===== src/rtl/apb_spi.sv =====
// APB-slave SPI master: two 32-bit TX/RX buffers, 1-4 byte transfers, modes 0-3, programmable SCLK divider.
// Optional feature macro: APB_SPI_LSB_FIRST_EN (CTRL[2] selects LSB-first shifting).
module apb_spi #(
  parameter int DIV_WIDTH = 8
) (
  input  logic        clk,
  input  logic        reset,
  output logic        spi_clk,
  output logic        spi_dout,
  input  logic        spi_din,
  output logic        spi_cs,
  input  logic        PSEL,
  input  logic        PENABLE,
  input  logic        PWRITE,
  output logic [31:0] PRDATA,
  input  logic [31:0] PWDATA,
  input  logic [4:0]  PADDR
);

  typedef enum logic [1:0] {
    S_IDLE  = 2'd0,
    S_SHIFT = 2'd1,
    S_NEXT  = 2'd2
  } state_t;

  state_t               r_state;
  logic                 r_cpol, r_cpha, r_run_a, r_run_b, r_sel, r_cs, r_sclk, r_dout;
  logic [1:0]           r_len_a, r_len_b;
  logic [31:0]          r_txa, r_txb, r_rxa, r_rxb, r_sh;
  logic [DIV_WIDTH-1:0] r_div, r_div_cnt;
  logic [5:0]           r_edge;

  logic                 w_lsb, w_wr, w_busy, w_ld_b, w_lead, w_last, w_sample, w_unused;
  logic [1:0]           w_len, w_ld_len;
  logic [31:0]          w_ld_tx, w_ld_sh, w_rx_cur, w_rx_next;

`ifdef APB_SPI_LSB_FIRST_EN
  logic r_lsb;
  assign w_lsb = r_lsb;
`else
  assign w_lsb = 1'b0;
`endif

  function automatic logic [31:0] shift_out(input logic [31:0] sh, input logic lsb);
    shift_out = lsb ? {1'b0, sh[31:1]} : {sh[30:0], 1'b0};
  endfunction

  function automatic logic first_bit(input logic [31:0] sh, input logic lsb);
    first_bit = lsb ? sh[0] : sh[31];
  endfunction

  assign w_wr     = PSEL & PENABLE & PWRITE;
  assign w_busy   = r_run_a | r_run_b;
  assign w_unused = ^PADDR[1:0];

  // Buffer A always goes first; B is loaded only once RUN_A has cleared.
  assign w_ld_b   = ~r_run_a;
  assign w_ld_len = w_ld_b ? r_len_b : r_len_a;
  assign w_ld_tx  = w_ld_b ? r_txb : r_txa;
  assign w_ld_sh  = w_lsb ? w_ld_tx : (w_ld_tx << {~w_ld_len, 3'b000});

  assign w_len     = r_sel ? r_len_b : r_len_a;
  assign w_lead    = ~r_edge[0];
  assign w_last    = (r_edge == {w_len, 4'hF});
  assign w_sample  = w_lead ^ r_cpha;
  assign w_rx_cur  = r_sel ? r_rxb : r_rxa;
  assign w_rx_next = w_lsb ? ({1'b0, w_rx_cur[31:1]} | ({31'd0, spi_din} << {w_len, 3'b111}))
                           : {w_rx_cur[30:0], spi_din};

  assign spi_clk  = r_sclk;
  assign spi_dout = r_dout;
  assign spi_cs   = r_cs;

  // Register file, transfer FSM and SPI pin registers.
  always_ff @(posedge clk) begin
    if (reset) begin
      r_state   <= S_IDLE;
      r_cpol    <= 1'b0;
      r_cpha    <= 1'b0;
      r_run_a   <= 1'b0;
      r_run_b   <= 1'b0;
      r_len_a   <= 2'd0;
      r_len_b   <= 2'd0;
      r_sel     <= 1'b0;
      r_cs      <= 1'b1;
      r_sclk    <= 1'b0;
      r_dout    <= 1'b0;
      r_txa     <= 32'd0;
      r_txb     <= 32'd0;
      r_rxa     <= 32'd0;
      r_rxb     <= 32'd0;
      r_sh      <= 32'd0;
      r_div     <= {DIV_WIDTH{1'b0}};
      r_div_cnt <= {DIV_WIDTH{1'b0}};
      r_edge    <= 6'd0;
`ifdef APB_SPI_LSB_FIRST_EN
      r_lsb     <= 1'b0;
`endif
    end else begin
      case (r_state)
        S_IDLE: begin
          r_sclk <= r_cpol;
          if (w_busy) begin
            r_sel     <= w_ld_b;
            r_edge    <= 6'd0;
            r_div_cnt <= r_div;
            if (w_ld_b) r_rxb <= 32'd0;
            else        r_rxa <= 32'd0;
            // CPHA=0 must present the first bit before the leading edge.
            if (r_cpha) begin
              r_sh <= w_ld_sh;
            end else begin
              r_sh   <= shift_out(w_ld_sh, w_lsb);
              r_dout <= first_bit(w_ld_sh, w_lsb);
            end
            r_state <= S_SHIFT;
          end
        end
        S_SHIFT: begin
          if (r_div_cnt != {DIV_WIDTH{1'b0}}) begin
            r_div_cnt <= r_div_cnt - {{(DIV_WIDTH-1){1'b0}}, 1'b1};
          end else begin
            r_div_cnt <= r_div;
            r_sclk    <= ~r_sclk;
            r_edge    <= r_edge + 6'd1;
            if (w_sample) begin
              if (r_sel) r_rxb <= w_rx_next;
              else       r_rxa <= w_rx_next;
            end else if (!w_last) begin
              r_dout <= first_bit(r_sh, w_lsb);
              r_sh   <= shift_out(r_sh, w_lsb);
            end
            if (w_last) r_state <= S_NEXT;
          end
        end
        S_NEXT: begin
          if (r_sel) r_run_b <= 1'b0;
          else       r_run_a <= 1'b0;
          r_state <= S_IDLE;
        end
        default: r_state <= S_IDLE;
      endcase

      if (w_wr) begin
        if (PADDR[4:2] == 3'd3) begin
          r_cs <= PWDATA[0];
        end else if (!w_busy) begin
          case (PADDR[4:2])
            3'd0: begin
              r_cpol  <= PWDATA[0];
              r_cpha  <= PWDATA[1];
              r_run_a <= PWDATA[7];
              r_len_a <= PWDATA[9:8];
              r_run_b <= PWDATA[10];
              r_len_b <= PWDATA[12:11];
              r_sclk  <= PWDATA[0];
`ifdef APB_SPI_LSB_FIRST_EN
              r_lsb   <= PWDATA[2];
`endif
            end
            3'd1:    r_txa <= PWDATA;
            3'd4:    r_div <= PWDATA[DIV_WIDTH-1:0];
            3'd5:    r_txb <= PWDATA;
            default: ;
          endcase
        end
      end
    end
  end

  // APB read decode; unmapped addresses and idle bus read as zero.
  always_comb begin
    PRDATA = 32'd0;
    if (PSEL) begin
      case (PADDR[4:2])
        3'd0:    PRDATA = {19'd0, r_len_b, r_run_b, r_len_a, r_run_a, 4'd0, w_lsb, r_cpha, r_cpol};
        3'd1:    PRDATA = r_txa;
        3'd2:    PRDATA = r_rxa;
        3'd3:    PRDATA = {31'd0, r_cs};
        3'd4:    PRDATA = {{(32-DIV_WIDTH){1'b0}}, r_div};
        3'd5:    PRDATA = r_txb;
        3'd6:    PRDATA = r_rxb;
        default: PRDATA = 32'd0;
      endcase
    end else begin
      PRDATA = 32'd0;
    end
  end

endmodule


===== config.mk =====
export PLATFORM = sky130hd
export DESIGN_NAME = apb_spi
export DESIGN_NICKNAME = d
export VERILOG_FILES = /design/src/rtl/apb_spi.sv
export SDC_FILE = /design/constraint.sdc
export NUM_CORES = 1
export LEC_CHECK = 0
export ABC_AREA = 1
export ABC_CLOCK_PERIOD_IN_PS = 2000
export CORE_MARGIN = 4
export CORE_UTILIZATION = 30
export CTS_CLUSTER_SIZE = 28
export DETAILED_ROUTE_END_ITERATION = 10
export HOLD_SLACK_MARGIN = 0.15
export PLACE_DENSITY = 0.57
export SLEW_MARGIN = 20
export SYNTH_ARGS = -nofsm -noshare
export SYNTH_HDL_FRONTEND = slang
export SYNTH_SLANG_ARGS = --single-unit

===== constraint.sdc =====
create_clock -name clk -period 2 [get_ports clk]
set_clock_uncertainty 0.05 [all_clocks]
set_input_delay 0.4 -clock clk [delete_from_list [all_inputs] [get_ports clk]]
set_output_delay 0.4 -clock clk [all_outputs]
set_load 0.03 [all_outputs]

Yosys cells after proc, flatten, opt, wreduce, memory -nomap -nowiden
Cells that the tools add are included.
{"block": "word_totals", "reg_bits": 196, "input_bits": 43}
{"block": "classes", "add_sub_neg": 2, "n_shift": 1, "n_mux": 58, "eq_ne": 20, "n_reduce_logical": 17, "n_bitwise": 10}
{"operator": "$mux 32", "count": 17}
{"operator": "$pmux 32 s7", "count": 1}
{"operator": "$pmux 32 s2", "count": 3}
{"operator": "$shl 32x5->32", "count": 1}
{"operator": "$mux 31", "count": 1}
{"operator": "$mux 1", "count": 22}
{"operator": "$ne 2x2->1 const B", "count": 11}
{"operator": "$reduce_and 6->1", "count": 3}
{"operator": "$mux 8", "count": 2}
{"operator": "$pmux 8 s2", "count": 1}
{"operator": "$reduce_and 4->1", "count": 4}
{"operator": "$mux 6", "count": 2}
{"operator": "$pmux 6 s2", "count": 1}
{"operator": "$mux 2", "count": 5}
{"operator": "$eq 3x3->1 const B", "count": 3}
{"operator": "$reduce_bool 8->1", "count": 1}
{"operator": "$sub 8x1->8 const B", "count": 1}
{"operator": "$add 6x1->6 const B", "count": 1}
{"operator": "$eq 3x2->1 const B", "count": 2}
{"operator": "$eq 6x6->1", "count": 1}
{"operator": "$reduce_and 2->1", "count": 3}
{"operator": "$reduce_and 3->1", "count": 2}
{"operator": "$not 1->1", "count": 5}
{"operator": "$reduce_and 5->1", "count": 1}
{"operator": "other kinds (12)", "count": 14}

Depth between registers and ports, before layout
Gate-level depths: netlist of the first run.
{"block": "logic_depth", "ltp_word": 7, "mapped_depth": 13}

Least setup slack after synthesis of the first run
Ideal clock, no wire load.
{"block": "synth_timing", "path_kind": "input port to output port", "start": "in PADDR[4]", "end": "out PRDATA[0]", "stages": 6, "arrival_ns": 1.667, "setup_slack_ns": -0.117, "path_buffers": 1, "path_cell_list": "nor3_1 -> buf_2 -> nand2_1 -> o211ai_1 -> nor2_1 -> a31oi_1"}
{"block": "synth_between", "elab_chain_len": 3}
{"item": "start, declared", "line": "17", "source": "input logic [4:0] PADDR"}
{"item": "$eq 3x3->1, or another cell as far along", "line": "175", "source": "case (PADDR[4:2])"}
{"item": "$pmux 32 s7 *", "line": "175"}
{"item": "$mux 32 *", "line": "174", "source": "if (PSEL) begin"}
{"item": "end, declared", "line": "15", "source": "output logic [31:0] PRDATA,"}
Mark *: on every way between the ends. The rest lies on a longest branch, timed or not.

Worst setup path after layout of the first run
{"block": "layout_timing", "start": "in PADDR[3]", "end": "out PRDATA[1]"}
The elaborated chain is that of the path after synthesis.

==> metrics.cfg, run 1 <==
[drt]
dr.pass1.iters = 5
drtAntennaViolNets = 0
drcViolationCount = 0
drt_iter0_drc = 926
viasPerCell = 4.94
via_count = 10900
routed_wl_mm = 35.8
wire_per_inst_um = 16.1

[yosys]
syn_inst = 1655
synth_area_leader_cell = dfxtp_1
synthTopCellsByArea = dfxtp_1, nand2_1, nor2_1
synthDistinctLibCells = 34
yosys_warnings = 0
ys_ff_latch = 196
synth.top_cell.area_share_pct = 37.7
syn-cell-area_sq_um = 10400
avgSynthCellArea_sq_um = 6.29
syn-num-nets = 1701
yosysSeqAreaShare_pct = 37.7

[clock_network]
clk_pin_slew_ns = 0.06
clock_latency_ns = 0.45
ctsHoldBuffers = 0
h-tree-depth = 4
cts_tree = built
clock-root-buffer = clkbuf_16
numCtsBuffers = 17
max-clock-path-buffers = 2
cts.sinks = 196

[critical_path]
ff2ff_setup_slack_ns = 0.14
crit_start = PADDR[3]
path_class = in -> out
worstPathMaxFanout = 5
crit_arrival_ns = 1.57
cpPeakStageDelay_ns = 0.16
slowest_stage = buf_12
r2r-start = r_div_cnt[1]
rr_worst_depth = 11
r2r-end = r_sh[8]
worst_ep_required_time_ns = 1.55
crit_chain = buf_12, buf_6, nor3_4, buf_12, inv_2, o22ai_2, nor3_1, buf_4, nor2_2, buf_6
crit_path_start_kind = input pin
end_kind = output port

[run_status]
violations = negative setup slack
status = finished, violations left

[placed_design]
dp_slack_ns = -0.637
gp_congestion = 0.874
dp.cells = 2167
dpl_cell_area_sq_um = 12300
port_buffers = 75
dp_hpwl_mm = 24.5

[sta]
relSlewSlack_pct = 65.0
fin_setup_tns_ns = -0.0358
setup_ws_ns = -0.0187
fin_hold_ws_ns = 0.304
finalHoldViolCount = 0
fin_crit_sh_pct = 101
worst_slew_pin_slew_ns = 0.520
max_freq_mhz = 495
finalCriticalPeriod_ns = 2.02
rsz0062_at_grt = true
drv_slew = 0
setup_violations = 6

[job]
cap_violations = 0

[die]
core_area_sq_um = 33900
rows = 67
die_h_um = 194
start_util_pct = 30.7
die_w_um = 194
ios = 78
die-area_sq_um = 37700

[grt]
grt_pass1_wl_mm = 56.8
grt_pass1_vias = 10300
track_usage_pct = 18.5
grt-ovfl-total = 0
grt_max_degree = 63
antenna_found_initial = 0

[pwr]
p_leak_nw = 5.43
p_per_area_nw_per_um2 = 612
ir_worst_vdd_mv = 0.623
power_mw = 8.53

[hold_path]
hold_path_class = in -> reg
whs_path_depth = 3
min_from = PADDR[2]
worstHoldEndpoint = spi_cs

[finish]
area_growth_pct = 34.1
final_cells = 2215
utilization_pct = 41.2
drive_above_1_share_pct = 17.6
diodes = 0
fin_area_sq_um = 13900
fillers = 3574
nets = 1800

## power by group
group          total (mW)  switching, mW  leakage [nW]  internal, mW
registers            4.03         0.0522          1.58          3.97
clock network        3.61           1.68         0.293          1.93
logic               0.899          0.521          3.56         0.377
total                8.53           2.26          5.43          6.28
## repair_timing
item	in CTS	in global routing
endpoints found under the setup margin	60	98
cloned	6	2
pin swaps	19	13
buffers inserted	6	5
resized for setup	130	54
## synth_stat cells
cell type and n:
nand2_1 423, nor2_1 313, dfxtp_1 196, inv_1 124, nand3_1 117, o21ai_0 115
a21oi_1 84, clkbuf_1 56, buf_2 40, o22ai_1 36, a22oi_1 31, a221oi_1 21
inv_2 15, o21ai_1 15, nor3_1 13, a211oi_1 10, buf_1 6, nand4_1 5
o211ai_1 4, ha_1 3, nor2_4 3, o21ai_2 3, or2_2 3, xor2_1 3
buf_4 2, clkinv_1 2, nor2_2 2, nor3_2 2, nor3b_1 2, o2bb2ai_1 2
a21o_1 1, a31oi_1 1, o311ai_0 1, xnor2_1 1
## worst max path at each step
| stage | end | slack (ns) | depth (start not counted) |
|---|---|---|---|
| floorplan | PRDATA[21] | 0.02 | 5 |
| global placement | PRDATA[8] | -0.64 | 8 |
| detailed placement | PRDATA[11] | -0.64 | 8 |
| CTS | PRDATA[30] | -0.008 | 9 |
| global route | PRDATA[1] | -0.05 | 9 |
| finish | PRDATA[1] | -0.02 | 10 |
## layout by cell type (no fill, tap or decap), types with 33 or more instances in the layout
master / netlist / final
nand2_1: 423 / 413
nand3_1: 117 / 115
o21ai_0: 115 / 109
buf_12: 0 / 33
dfxtp_1: 196 / 192
a21oi_1: 84 / 84
buf_4: 2 / 71
inv_1: 124 / 113
clkdlybuf4s50_1: 0 / 37
nor2_1: 313 / 280
## critical path, delay by kind of cell
| family | cells | cell delay, ns |
|---|---|---|
| AO/OA/AOI/OAI | 1 | 0.12 |
| buffers and inverters | 6 | 0.73 |
| AND/OR/NAND/NOR | 3 | 0.31 |
## routing by layer
layer	vias to the layer above	track usage [%]	wire length [um]
met5	-	0	0
met4	0	6.04	853
met3	48	2.80	1570
met2	254	28.8	16000
met1	5039	26.2	17300
li1	5593	-	-
## sequential cells by signal (all words and copies together) (netlist names), 2 cells and up
name,cells
r_div,8
r_div_cnt,8
r_edge,6
r_len_a,2
r_len_b,2
r_rxa,32
r_rxb,32
r_sh,32
r_state,2
r_txa,32
r_txb,32
## kinds of logic after synthesis
family	share of synthesized area, %
compound gates	18.1
simple gates	34.1
flops	37.7
xor+xnor	0.337
fa+ha+maj	0.361
buf+inv	9.39
## layout make-up
type	count	area, sq um	share of cell area [%]
Clock buffer	19	443	3.18
Clock inverter	13	165	1.18
Inverter	141	564	4.05
Multi-Input combinational cell	1214	6130	44.0
Sequential cell	196	3930	28.2
Tap cell	448	561	4.02
Timing Repair Buffer	184	2150	15.4
No activity file was read; power rests on OpenSTA's default activity.
==> run 2: changes to the inputs <==
--- a/config.mk
+++ b/config.mk
@@ -9,6 +9,7 @@
 export ABC_CLOCK_PERIOD_IN_PS = 2000
 export CORE_MARGIN = 4
 export CORE_UTILIZATION = 30
+export CTS_CLUSTER_DIAMETER = 30
 export CTS_CLUSTER_SIZE = 28
 export DETAILED_ROUTE_END_ITERATION = 10
 export HOLD_SLACK_MARGIN = 0.15
==> results of run 2 <==
Same layout as run 1: the final DEF is identical, and so are final timing and power.
==> run 3: changes to the inputs <==
--- a/config.mk
+++ b/config.mk
@@ -7,7 +7,6 @@
 export LEC_CHECK = 0
 export ABC_AREA = 1
 export ABC_CLOCK_PERIOD_IN_PS = 2000
-export CORE_MARGIN = 4
 export CORE_UTILIZATION = 30
 export CTS_CLUSTER_DIAMETER = 30
 export CTS_CLUSTER_SIZE = 28
==> run 3 against run 2 <==
The run still ends with negative setup slack left. Critical path depth is 1 lower. Count of clock-buffer cells in the layout is 2 lower. Design area is 1.2% lower. Combinational power is 2.4% lower. Sequential cell count stayed put. Largest cell class unchanged.
==> metrics.cfg, run 3 (same netlist as run 1, synthesis figures left out) <==
[grt]
track_usage_pct = 20.0  ; was 18.5%
grt-ovfl-total = 0  ; unchanged
top_usage_layer = met2  ; unchanged
grt_pass1_vias = 10300  ; about the same
use_met2_pct = 31.2  ; was 28.8%
grt_use_met1_pct = 27.5  ; was 26.2%
antenna_found_initial = 1  ; was 0
grt_pass1_wl_mm = 55.8  ; was 56.8 mm
grt_max_degree = 55  ; was 63
gr-usage-met3_pct = 2.96  ; was 2.80%

[critical_path]
crit_chain = buf_12, buf_6, nor3_4, buf_6, buf_16, buf_16, a221oi_4, nor2_2, buf_6  ; was buf_12, buf_6, nor3_4, buf_12, inv_2, o22ai_2, nor3_1, buf_4, nor2_2, buf_6
worst_ep_required_time_ns = 1.55  ; about the same
crit_path_start_kind = input pin  ; unchanged
crit_family = buffers and inverters  ; unchanged
path_class = in -> out  ; unchanged
crit_arrival_ns = 1.58  ; was 1.57 ns
cpPeakStageDelay_ns = 0.18  ; was 0.16 ns
worstPathMaxFanout = 5  ; unchanged
slowest_stage = buf_6  ; was buf_12
end_kind = output port  ; unchanged
path_common_cell = buf_6
worst-path-buf-inv = 6  ; unchanged

[clock_network]
clk_pin_slew_ns = 0.07  ; was 0.06 ns
cts.sinks = 196  ; unchanged
max-clock-path-buffers = 2  ; unchanged
clock_latency_ns = 0.46  ; was 0.45 ns
ctsHoldBuffers = 0  ; unchanged
numCtsBuffers = 17  ; unchanged
h-tree-depth = 4  ; unchanged
clock-root-buffer = clkbuf_16  ; unchanged
cts_tree = built  ; unchanged

[die]
start_util_pct = 30.8  ; was 30.7%
ios = 78  ; unchanged
die_w_um = 188  ; was 194 um
core_area_sq_um = 33800  ; was 33,900 sq um
die-area_sq_um = 35400  ; was 37,700 sq um
rows = 67  ; unchanged
die_h_um = 188  ; was 194 um

[drt]
routed_wl_mm = 35.7  ; was 35.8 mm
drcViolationCount = 0  ; unchanged
drtAntennaViolNets = 0  ; unchanged
via_count = 11100  ; was 10,900
drt_iter0_drc = 1046  ; was 926
dr.pass1.iters = 6  ; was 5
viasPerCell = 5.00  ; was 4.94
wire_per_inst_um = 16.2  ; was 16.1 um

[pwr]
ir_worst_vdd_mv = 0.508  ; was 0.623 mV
p_leak_nw = 5.37  ; was 5.43 nW
p_per_area_nw_per_um2 = 618  ; was 612 nW/um^2

[sta]
finalHoldViolCount = 0  ; unchanged
finalCriticalPeriod_ns = 2.03  ; was 2.02 ns
rsz0062_at_grt = true  ; unchanged
setup_violations = 15  ; was 6
setup_ws_ns = -0.0321  ; was -0.0187 ns
max_freq_mhz = 492  ; was 495 MHz
relSlewSlack_pct = 65.8  ; was 65.0%
worst_slew_pin_slew_ns = 0.508  ; was 0.520 ns
drv_slew = 0  ; unchanged
fin_crit_sh_pct = 102  ; was 101%

[hold_path]
hold_path_class = in -> reg  ; unchanged

[finish]
drive_above_1_share_pct = 16.9  ; was 17.6%
nets = 1794  ; was 1,800
diodes = 0  ; unchanged
area_growth_pct = 32.5  ; was 34.1%
final_common_cell = nand2_1  ; unchanged
final_cell_mix = nand2_1, nor2_1, dfxtp_1  ; unchanged
utilization_pct = 40.8  ; was 41.2%
fin_area_sq_um = 13800  ; was 13,900 sq um

[run_status]
violations = negative setup slack  ; unchanged
status = finished, violations left  ; unchanged

[placed_design]
port_buffers = 75  ; unchanged
dp_hpwl_mm = 24.2  ; was 24.5 mm
gp_congestion = 0.888  ; was 0.874
dpl_cell_area_sq_um = 12200  ; was 12,300 sq um

[job]
cap_violations = 0  ; unchanged

[run 3: metal layers]
metal  part of all wire (%)  up-vias
li1                       -     5564
met1                     46     5122
met2                     45      314
met3                    5.4       51
met4                    2.8        0
met5                      0        -
[run 3: worst paths after layout]
path                 to  slack, ns          from  cells after the start
min              spi_cs       0.40      PADDR[2]                      4
max          PRDATA[28]      -0.03      PADDR[2]                      9
min reg2reg   r_txb[12]       0.43     r_txb[12]                      2
max reg2reg   r_rxb[30]       0.13  r_div_cnt[0]                     12
[run 3: where the power goes]
| part | switching [mW] | internal, mW |
|---|---|---|
| clock | 1.82 | 1.80 |
| sequential | 0.0541 | 3.97 |
| combinational | 0.513 | 0.364 |
| total | 2.38 | 6.14 |
[run 3: through the flow]
step / TNS (ns) / std cells / hold WS, ns / power (mW) / setup slack [ns]
final: -0.279 / 2209 / 0.401 / 8.52 / -0.0321
after global routing: -1.46 / 2209 / 0.432 / 8.82 / -0.102
after CTS: -0.166 / 2205 / 0.390 / 8.54 / -0.0246
after floorplan: 0 / 1655 / 0.389 / 4.52 / 0.0246
after global placement: -49.69 / 2161 / 0.410 / 4.86 / -0.574
after detailed placement: -52.92 / 2161 / 0.418 / 4.87 / -0.584
[run 3: area by class of cell]
cell class / instances / area [sq um]
fill: 3438 / 20000
multi-input combinational: 1214 / 6100
sequential: 196 / 3930
timing repair buffer: 178 / 2020
tap: 448 / 561
inverter: 141 / 554
clock buffer: 17 / 425
clock inverter: 15 / 184
[run 3: worst register-to-register path, delay by kind of cell (launching register included)]
family        cells  cell delay [ns]
buf+inv           3             0.42
fa+ha+maj         1             0.17
flops             1             0.32
simple gates      8             0.80
[run 3: repair_timing]
action,in CTS,in global routing
endpoints found under the setup margin,70,95
pin swaps,17,9
buffers inserted,7,3
gates resized for setup,142,32
cloned,5,2
